<file path="config.mk">
export PLATFORM = sky130hd
export DESIGN_NAME = gcd_stein_flat
export DESIGN_NICKNAME = d
export VERILOG_FILES = /design/src/rtl/gcd_if.sv /design/src/rtl/gcd_stein.sv /design/src/flat_wrapper.sv
export SDC_FILE = /design/constraint.sdc
export NUM_CORES = 1
export LEC_CHECK = 0
export CORE_AREA = 2 2 76 92
export DETAILED_ROUTE_END_ITERATION = 16
export DIE_AREA = 0 0 78 94
export DONT_BUFFER_PORTS = 1
export PLACE_DENSITY = 0.58
export SLEW_MARGIN = 10
export SYNTH_ARGS = -nofsm -noshare
export SYNTH_HDL_FRONTEND = slang
export SYNTH_SLANG_ARGS = --single-unit
</file>
<file path="constraint.sdc">
create_clock -name clk -period 2.96 [get_ports clk]
set_input_delay 0.148 -clock clk [delete_from_list [all_inputs] [get_ports clk]]
set_output_delay 0.148 -clock clk [all_outputs]
set_load 0.005 [all_outputs]
</file>
<file path="src/rtl/gcd_if.sv">
// Handshake/operand bundle between a GCD requester and the Stein GCD engine.
interface gcd_if #(
  parameter int WIDTH = 8
);
  logic [WIDTH-1:0] a;
  logic [WIDTH-1:0] b;
  logic             start;
  logic             res_fetch;
  logic             busy;
  logic             res_rdy;
  logic [WIDTH-1:0] res;
  logic             coprime;
  logic             zero_err;

  // Requester side: drives operands and handshake, observes status/result.
  modport master (
    output a, b, start, res_fetch,
    input  busy, res_rdy, res, coprime, zero_err
  );

  // Engine side.
  modport slave (
    input  a, b, start, res_fetch,
    output busy, res_rdy, res, coprime, zero_err
  );
endinterface

</file>
<file path="src/rtl/gcd_stein.sv">
// Binary (Stein) GCD engine: one reduction step per clock, IDLE/CALC/DONE
// handshake, result held in DONE until fetched. Back-to-back starts are
// accepted in the same cycle as the fetch.
module gcd_stein #(
  parameter int WIDTH = 8
) (
  input logic   clk,
  input logic   rst,
  gcd_if.slave  bus
);
  localparam int KW = $clog2(WIDTH) + 1;
  localparam logic [WIDTH-1:0] ZERO  = {WIDTH{1'b0}};
  localparam logic [WIDTH-1:0] ONE   = {{(WIDTH-1){1'b0}}, 1'b1};
  localparam logic [KW-1:0]    K_ONE = {{(KW-1){1'b0}}, 1'b1};

  typedef enum logic [1:0] {
    IDLE = 2'd0,
    CALC = 2'd1,
    DONE = 2'd2
  } state_t;

  state_t           state_q, state_d;
  logic [WIDTH-1:0] x_q, x_d;
  logic [WIDTH-1:0] y_q, y_d;
  logic [KW-1:0]    k_q, k_d;
  logic [WIDTH-1:0] res_q, res_d;
  logic             coprime_q, coprime_d;
  logic             zero_err_q, zero_err_d;
  logic             busy_q, res_rdy_q;
  logic [WIDTH-1:0] x_shl_k;

  // k only counts common factors of two, so x<<k always fits in WIDTH bits.
  assign x_shl_k = x_q << k_q;

  // Next-state, datapath step and result capture.
  always_comb begin
    state_d    = state_q;
    x_d        = x_q;
    y_d        = y_q;
    k_d        = k_q;
    res_d      = res_q;
    coprime_d  = coprime_q;
    zero_err_d = zero_err_q;

    case (state_q)
      IDLE, DONE: begin
        if (bus.start && (state_q == IDLE || bus.res_fetch)) begin
          if (bus.a == ZERO || bus.b == ZERO) begin
            // gcd(n,0) = n: finish immediately, no CALC cycles.
            state_d    = DONE;
            res_d      = bus.a | bus.b;
            zero_err_d = (bus.a == ZERO) && (bus.b == ZERO);
            coprime_d  = ((bus.a | bus.b) == ONE);
          end else begin
            state_d = CALC;
            x_d     = bus.a;
            y_d     = bus.b;
            k_d     = {KW{1'b0}};
          end
        end else if (state_q == DONE && bus.res_fetch) begin
          state_d = IDLE;
        end else begin
          state_d = state_q;
        end
      end
      CALC: begin
        if (x_q == y_q) begin
          state_d    = DONE;
          res_d      = x_shl_k;
          coprime_d  = (x_shl_k == ONE);
          zero_err_d = 1'b0;
        end else if (!x_q[0] && !y_q[0]) begin
          x_d = x_q >> 1;
          y_d = y_q >> 1;
          k_d = k_q + K_ONE;
        end else if (!x_q[0]) begin
          x_d = x_q >> 1;
        end else if (!y_q[0]) begin
          y_d = y_q >> 1;
        end else if (x_q > y_q) begin
          x_d = (x_q - y_q) >> 1;
        end else begin
          y_d = (y_q - x_q) >> 1;
        end
      end
      default: begin
        state_d = IDLE;
      end
    endcase
  end

  // State, datapath and registered status flags.
  always_ff @(posedge clk or posedge rst) begin
    if (rst) begin
      state_q    <= IDLE;
      x_q        <= ZERO;
      y_q        <= ZERO;
      k_q        <= {KW{1'b0}};
      res_q      <= ZERO;
      coprime_q  <= 1'b0;
      zero_err_q <= 1'b0;
      busy_q     <= 1'b0;
      res_rdy_q  <= 1'b0;
    end else begin
      state_q    <= state_d;
      x_q        <= x_d;
      y_q        <= y_d;
      k_q        <= k_d;
      res_q      <= res_d;
      coprime_q  <= coprime_d;
      zero_err_q <= zero_err_d;
      busy_q     <= (state_d == CALC);
      res_rdy_q  <= (state_d == DONE);
    end
  end

  assign bus.busy     = busy_q;
  assign bus.res_rdy  = res_rdy_q;
  assign bus.res      = res_q;
  assign bus.coprime  = coprime_q;
  assign bus.zero_err = zero_err_q;
endmodule
</file>
<file path="src/flat_wrapper.sv">
// flat-port wrapper written by rule: the top's interface ports become plain ports
module gcd_stein_flat 
#(
  parameter int WIDTH = 8
)
  (clk, rst, bus_a, bus_b, bus_start, bus_res_fetch, bus_busy, bus_res_rdy, bus_res, bus_coprime, bus_zero_err);
  gcd_if #(.WIDTH(WIDTH)) bus_i ();
  input logic clk;
  input logic rst;
  input wire logic [$bits(bus_i.a)-1:0] bus_a;
  input wire logic [$bits(bus_i.b)-1:0] bus_b;
  input wire logic [$bits(bus_i.start)-1:0] bus_start;
  input wire logic [$bits(bus_i.res_fetch)-1:0] bus_res_fetch;
  output wire logic [$bits(bus_i.busy)-1:0] bus_busy;
  output wire logic [$bits(bus_i.res_rdy)-1:0] bus_res_rdy;
  output wire logic [$bits(bus_i.res)-1:0] bus_res;
  output wire logic [$bits(bus_i.coprime)-1:0] bus_coprime;
  output wire logic [$bits(bus_i.zero_err)-1:0] bus_zero_err;
  assign bus_i.a = bus_a;
  assign bus_i.b = bus_b;
  assign bus_i.start = bus_start;
  assign bus_i.res_fetch = bus_res_fetch;
  assign bus_busy = bus_i.busy;
  assign bus_res_rdy = bus_i.res_rdy;
  assign bus_res = bus_i.res;
  assign bus_coprime = bus_i.coprime;
  assign bus_zero_err = bus_i.zero_err;
  gcd_stein #(.WIDTH(WIDTH)) u_core (.clk(clk), .rst(rst), .bus(bus_i));
endmodule
</file>
==> Yosys cells after proc, flatten, opt, wreduce, memory -nomap -nowiden <==
Cells that the tools add are included.
{ "op_classes": {"addsub": 3, "magnitude_cmp": 1, "n_eq_ne": 17, "shift": 1, "mux": 38, "n_bitwise": 1, "n_reduce_logical": 19} }
{ "op_table": {"columns": ["cell", "count"], "rows": [
  ["two-way mux 8 bit", 17],
  ["case mux 8 bit (2 select lines)", 3],
  ["== test 8 x 1 -> 1 bit (second input constant)", 2],
  ["logical NOT 8 bit", 2],
  ["two-way mux 4 bit", 4],
  ["subtractor 8 bit", 2],
  ["!= test 4 bit (second input constant)", 3],
  ["AND reduction 6 bit", 2],
  ["AND reduction 5 bit", 2],
  ["== test 8 bit", 1],
  ["> comparator 8 bit", 1],
  ["two-way mux 2 bit", 4],
  ["!= test 2 x 1 -> 1 bit (second input constant)", 4],
  ["bitwise OR 8 bit", 1],
  ["case mux 4 bit (2 select lines)", 1],
  ["AND reduction 4 bit", 2],
  ["<< shifter 8 x 4 -> 8 bit", 1],
  ["two-way mux 1 bit", 6],
  ["adder 4 x 1 -> 4 bit (second input constant)", 1],
  ["== test 2 x 1 -> 1 bit (second input constant)", 2],
  ["== test 2 bit (second input constant)", 2],
  ["logical AND 1 bit", 4],
  ["!= test 2 bit (second input constant)", 2],
  ["case mux 1 bit (2 select lines)", 2],
  ["other kinds (7)", 9]
]} }
{ "totals": {"ff_bits": 34, "inputBits": 20, "elab_cells": 91} }

==> Logic depth before layout (Yosys ltp) <==
{ "depth": {"word_depth": 7, "mapped_depth": 11} }

==> Worst setup path before layout <==
Ideal clock, no wire load.
{ "synth_timing": {"path_kind": "reg2reg", "start": "register u_core.x_q[0]", "end": "register u_core.x_q[0]", "setup_ps": 126, "arrival_ps": 2498, "required_time_ps": 2834, "path_slack_ps": 336, "stages_incl_launch_ff": 11, "n_path_buf": 0, "path_cell_list": "dfrtp_1 -> inv_1 -> ha_1 -> fa_1 -> nand2b_2 -> a21oi_4 -> o211ai_4 -> a2111oi_4 -> a221oi_1 -> a21oi_1 -> a21oi_1"} }
{ "synth_via": {"elab_chain_cells": 7, "elab_cells_between_ends": 13, "cone_classes": "1 x add/sub; 1 x order compare; 2 x eq/ne; 6 x mux; 3 x reduce/logical"} }
{ "synth_lines": {"columns": ["element", "line_no", "rtl"], "rows": [
  ["from (decl)", "gcd_stein.sv:23", "logic [WIDTH-1:0] x_q, x_d;"],
  ["from (signal assigned)", "gcd_stein.sv:96", "x_q <= ZERO;"],
  ["from (signal assigned)", "gcd_stein.sv:106", "x_q <= x_d;"],
  ["subtractor 8 bit / > comparator 8 bit (equally long branches)", "gcd_stein.sv:81, gcd_stein.sv:80", null],
  ["two-way mux 8 bit", "gcd_stein.sv:80", "end else if (x_q > y_q) begin"],
  ["two-way mux 8 bit", "gcd_stein.sv:78", "end else if (!y_q[0]) begin"],
  ["two-way mux 8 bit", "gcd_stein.sv:76", "end else if (!x_q[0]) begin"],
  ["two-way mux 8 bit", "gcd_stein.sv:72", "end else if (!x_q[0] && !y_q[0]) begin"],
  ["two-way mux 8 bit", "gcd_stein.sv:67", "if (x_q == y_q) begin"],
  ["case mux 8 bit (2 select lines)", "gcd_stein.sv:45", "case (state_q)"]
]} }
Parallel ways exist; a longest one is shown, timed or not. The select of a mux whose other input is x is not followed.
A chain may end at the register's enable or synchronous reset.

==> Worst setup path after layout <==
{ "layout_timing": {"start": "register u_core.y_q[0]", "end": "register u_core.x_q[0]"} }
{ "layout_via": {"elab_chain_cells": 7, "elab_cells_between_ends": 13, "cone_classes": "1 x add/sub; 1 x order compare; 2 x eq/ne; 6 x mux; 3 x reduce/logical"} }
{ "layout_lines": {"columns": ["element", "line_no", "rtl"], "rows": [
  ["from (decl)", "gcd_stein.sv:24", "logic [WIDTH-1:0] y_q, y_d;"],
  ["from (signal assigned)", "gcd_stein.sv:107", "y_q <= y_d;"],
  ["subtractor 8 bit / > comparator 8 bit (equally long branches)", "gcd_stein.sv:81, gcd_stein.sv:80", null],
  ["two-way mux 8 bit", "gcd_stein.sv:80", null],
  ["two-way mux 8 bit", "gcd_stein.sv:78", null],
  ["two-way mux 8 bit", "gcd_stein.sv:76", null],
  ["two-way mux 8 bit", "gcd_stein.sv:72", null],
  ["two-way mux 8 bit", "gcd_stein.sv:67", null],
  ["case mux 8 bit (2 select lines)", "gcd_stein.sv:45", null]
]} }
Parallel ways exist; a longest one is shown, timed or not. The select of a mux whose other input is x is not followed.

==> metrics.txt <==
status complete, no violations; ys async rst share 100%; GRT Residual Overflow 0; Non-Filler Instances 422; placer congestion estimate 0.893; Worst-path clk slew 0.08 ns; reg2reg end u_core.x_q[0]$_DFFE_PP0P_; final worst setup slack 0.252 ns; number of synthesized flops with an enable pin 0; WS Path Type register to register; proportion of layout cells with a drive suffix above 1 10.1%; Mapped Area 2840 sq um; leakage power 1.27 nW; synthesized net count 374; min Tclk post-route 2.71 ns; Avg WL per Cell 17.7 um; initial drt markers 147; drt pass-1 iters 4; Post-DP Area 2920 sq um; hpwl dp 5820 um; r2r setup slk 0.25 ns; die area 7330 sq um; Die Wd 78 um; Clock H-tree levels 2; clock latency on the worst-skew pair 0.29 ns; Worst Hold Class input pin to register; Clock Tree Buf Depth 2; final period utilization 91.5%; CTS buffer count 5; Hold Slack 0.0167 ns; worst hold path depth 2; Worst Hold End u_core.y_q[0]$_DFFE_PP0P_; CP max FO 7; Top FF cell, synth dfrtp_1; core area 6410 sq um; Final Setup Violations 0; largest net degree at the start of global routing 35; first-pass GRT wire length 12,100 um; cells on worst reg2reg path 9; Ys Warns 0; f_max 369 MHz; CP startpoint kind register; crit path DAT 2.88 ns; Layout area overhead 7.28%; Max Slew Vio Count 0; Cell variety after synth 61; setup slack after placement 0.271 ns; Post-CTS Setup Bufs 0; Die Y 94 um; final hold vios 0; sequential element share of the synthesized area 30.0%; maximum capacitance violations 0; Max transition margin 63.7%; total wire length after detailed routing 7460 um; crit path capture type register; TritonCTS Sinks 34; setup tns final 0 ns; number of vias in the routed layout 2,457; PortBufs 0; register area 851 sq um; placed insts 411; I/O pin count 32; Synth Area per Inst 8.49 sq um; Worst EP required 3.13 ns; Syn Inst Count 334; fillers 635; ant diodes 0; Initial Util 44.3%; final core utilization 47.5%; Post-DRT Antenna Nets 0; drt via density 5.82; RR Startpoint u_core.y_q[0]$_DFFE_PP0P_; DRC 0; area taken by multi-input logic gates 1790 sq um; Power Total 4.07 mW; vias in the first global route 2,435; Min-Delay Startpoint bus_b[0]; initial antenna violation count 0; Final nets 376; Design Area, Final 3040 sq um; worst clock skew 0.0108 ns; Tot GR Track Use 21.1%; RSZ-0062 raised after global routing false; worst-margin pin slew 0.544 ns; CTS tree built; Max VDD drop 687 uV; num rows 32; register bit count reported by yosys 34; PD cells 1340 nW/um^2; CTS root buffer clkbuf_8
[what timing repair did]
item	in CTS	in global routing
hold endpoints to repair	36	0
resized for setup	0	0
hold buffers	3	0
endpoints found under the setup margin	0	0
[placed cells by master (no fill, tap or decap), types with 5 or more instances in the layout]
| cell | netlist | routed |
|---|---|---|
| buf_4 | 5 | 13 |
| clkbuf_8 | 0 | 6 |
| inv_1 | 20 | 20 |
| a221oi_1 | 11 | 11 |
| a21oi_1 | 18 | 18 |
| nand2b_1 | 7 | 7 |
| nor2b_1 | 5 | 5 |
| nor3_1 | 6 | 6 |
| o31ai_1 | 9 | 9 |
| nor2_1 | 28 | 28 |
| xnor2_1 | 8 | 8 |
| o21ai_0 | 18 | 18 |
| o21ai_1 | 6 | 6 |
| nand3_1 | 7 | 7 |
| nand2_1 | 44 | 44 |
| dfrtp_1 | 34 | 34 |
| mux2i_1 | 5 | 5 |
| ha_1 | 18 | 18 |
[power by group]
group	internal (mW)	total (mW)	switching, mW
registers	0.650	0.886	0.236
clock network	0.188	0.367	0.179
logic	1.22	2.81	1.59
total	2.06	4.07	2.01
[worst max-delay path, cell delays in order, from the launching register on]
cell       delay (ns)
dfrtp_1          0.42
ha_1             0.25
fa_1             0.45
nand2b_2         0.23
a21oi_4          0.17
o211ai_4         0.12
a2111oi_4        0.55
a221oi_1         0.14
a21oi_1          0.15
a21oi_1          0.09
[sequential cells by signal, indices dropped and copies added (netlist names)]
register,count
u_core.bus.busy,1
u_core.bus.coprime,1
u_core.bus.res,8
u_core.bus.res_rdy,1
u_core.bus.zero_err,1
u_core.k_q,4
u_core.state_q,2
u_core.x_q,8
u_core.y_q,8
[layer usage]
metal	track usage, %	wire length (um)
met1	26.7	3290
met2	35.7	3680
met3	4.42	351
met4	6.87	138
met5	0	0
[worst max path at each step]
stage | startpoint | end | slack [ns] | cells past startpoint
finish | u_core.y_q[0]$_DFFE_PP0P_ | u_core.x_q[0]$_DFFE_PP0P_ | 0.25 | 9
global route | u_core.y_q[0]$_DFFE_PP0P_ | u_core.x_q[6]$_DFFE_PP0P_ | 0.10 | 8
CTS | u_core.y_q[0]$_DFFE_PP0P_ | u_core.x_q[6]$_DFFE_PP0P_ | 0.25 | 8
detailed placement | u_core.y_q[0]$_DFFE_PP0P_ | u_core.x_q[0]$_DFFE_PP0P_ | 0.27 | 9
global placement | u_core.y_q[0]$_DFFE_PP0P_ | u_core.x_q[0]$_DFFE_PP0P_ | 0.33 | 9
floorplan | u_core.x_q[0]$_DFFE_PP0P_ | u_core.x_q[0]$_DFFE_PP0P_ | 0.34 | 10
[cell usage after synthesis, types with 6 or more instances]
| cell type | instances | share of area [%] |
|---|---|---|
| nor2_1 | 28 | 3.7 |
| dfrtp_1 | 34 | 30 |
| nand3_1 | 7 | 1.2 |
| nand2b_1 | 7 | 1.5 |
| inv_1 | 20 | 2.6 |
| a21oi_1 | 18 | 3.2 |
| nand2_1 | 44 | 5.8 |
| a221oi_1 | 11 | 3.4 |
| xnor2_1 | 8 | 2.5 |
| o21ai_1 | 6 | 1.1 |
| nor3_1 | 6 | 1.1 |
| o31ai_1 | 9 | 2.4 |
| clkbuf_1 | 9 | 1.2 |
| ha_1 | 18 | 7.9 |
| o21ai_0 | 18 | 3.2 |
[kinds of logic after synthesis]
group,count (synthesis),share of synthesized area [%]
AOI/OAI and AO/OA,109,29.2
xor gates and xnor gates,10,3.09
adders and majority gates,20,9.35
buffers and inverters,41,6.84
DFF,34,30.0
muxes,7,2.96
and+or+nand+nor,113,18.6
[cell type report]
cell class | instances | area share [%]
tap | 85 | 3.50
clock inverter | 1 | 0.164
inverter | 20 | 2.47
timing repair buffer | 16 | 4.19
sequential | 34 | 28.0
clock buffer | 7 | 2.84
multi-input combinational | 259 | 58.9
Power figures use the tool's default switching activity.
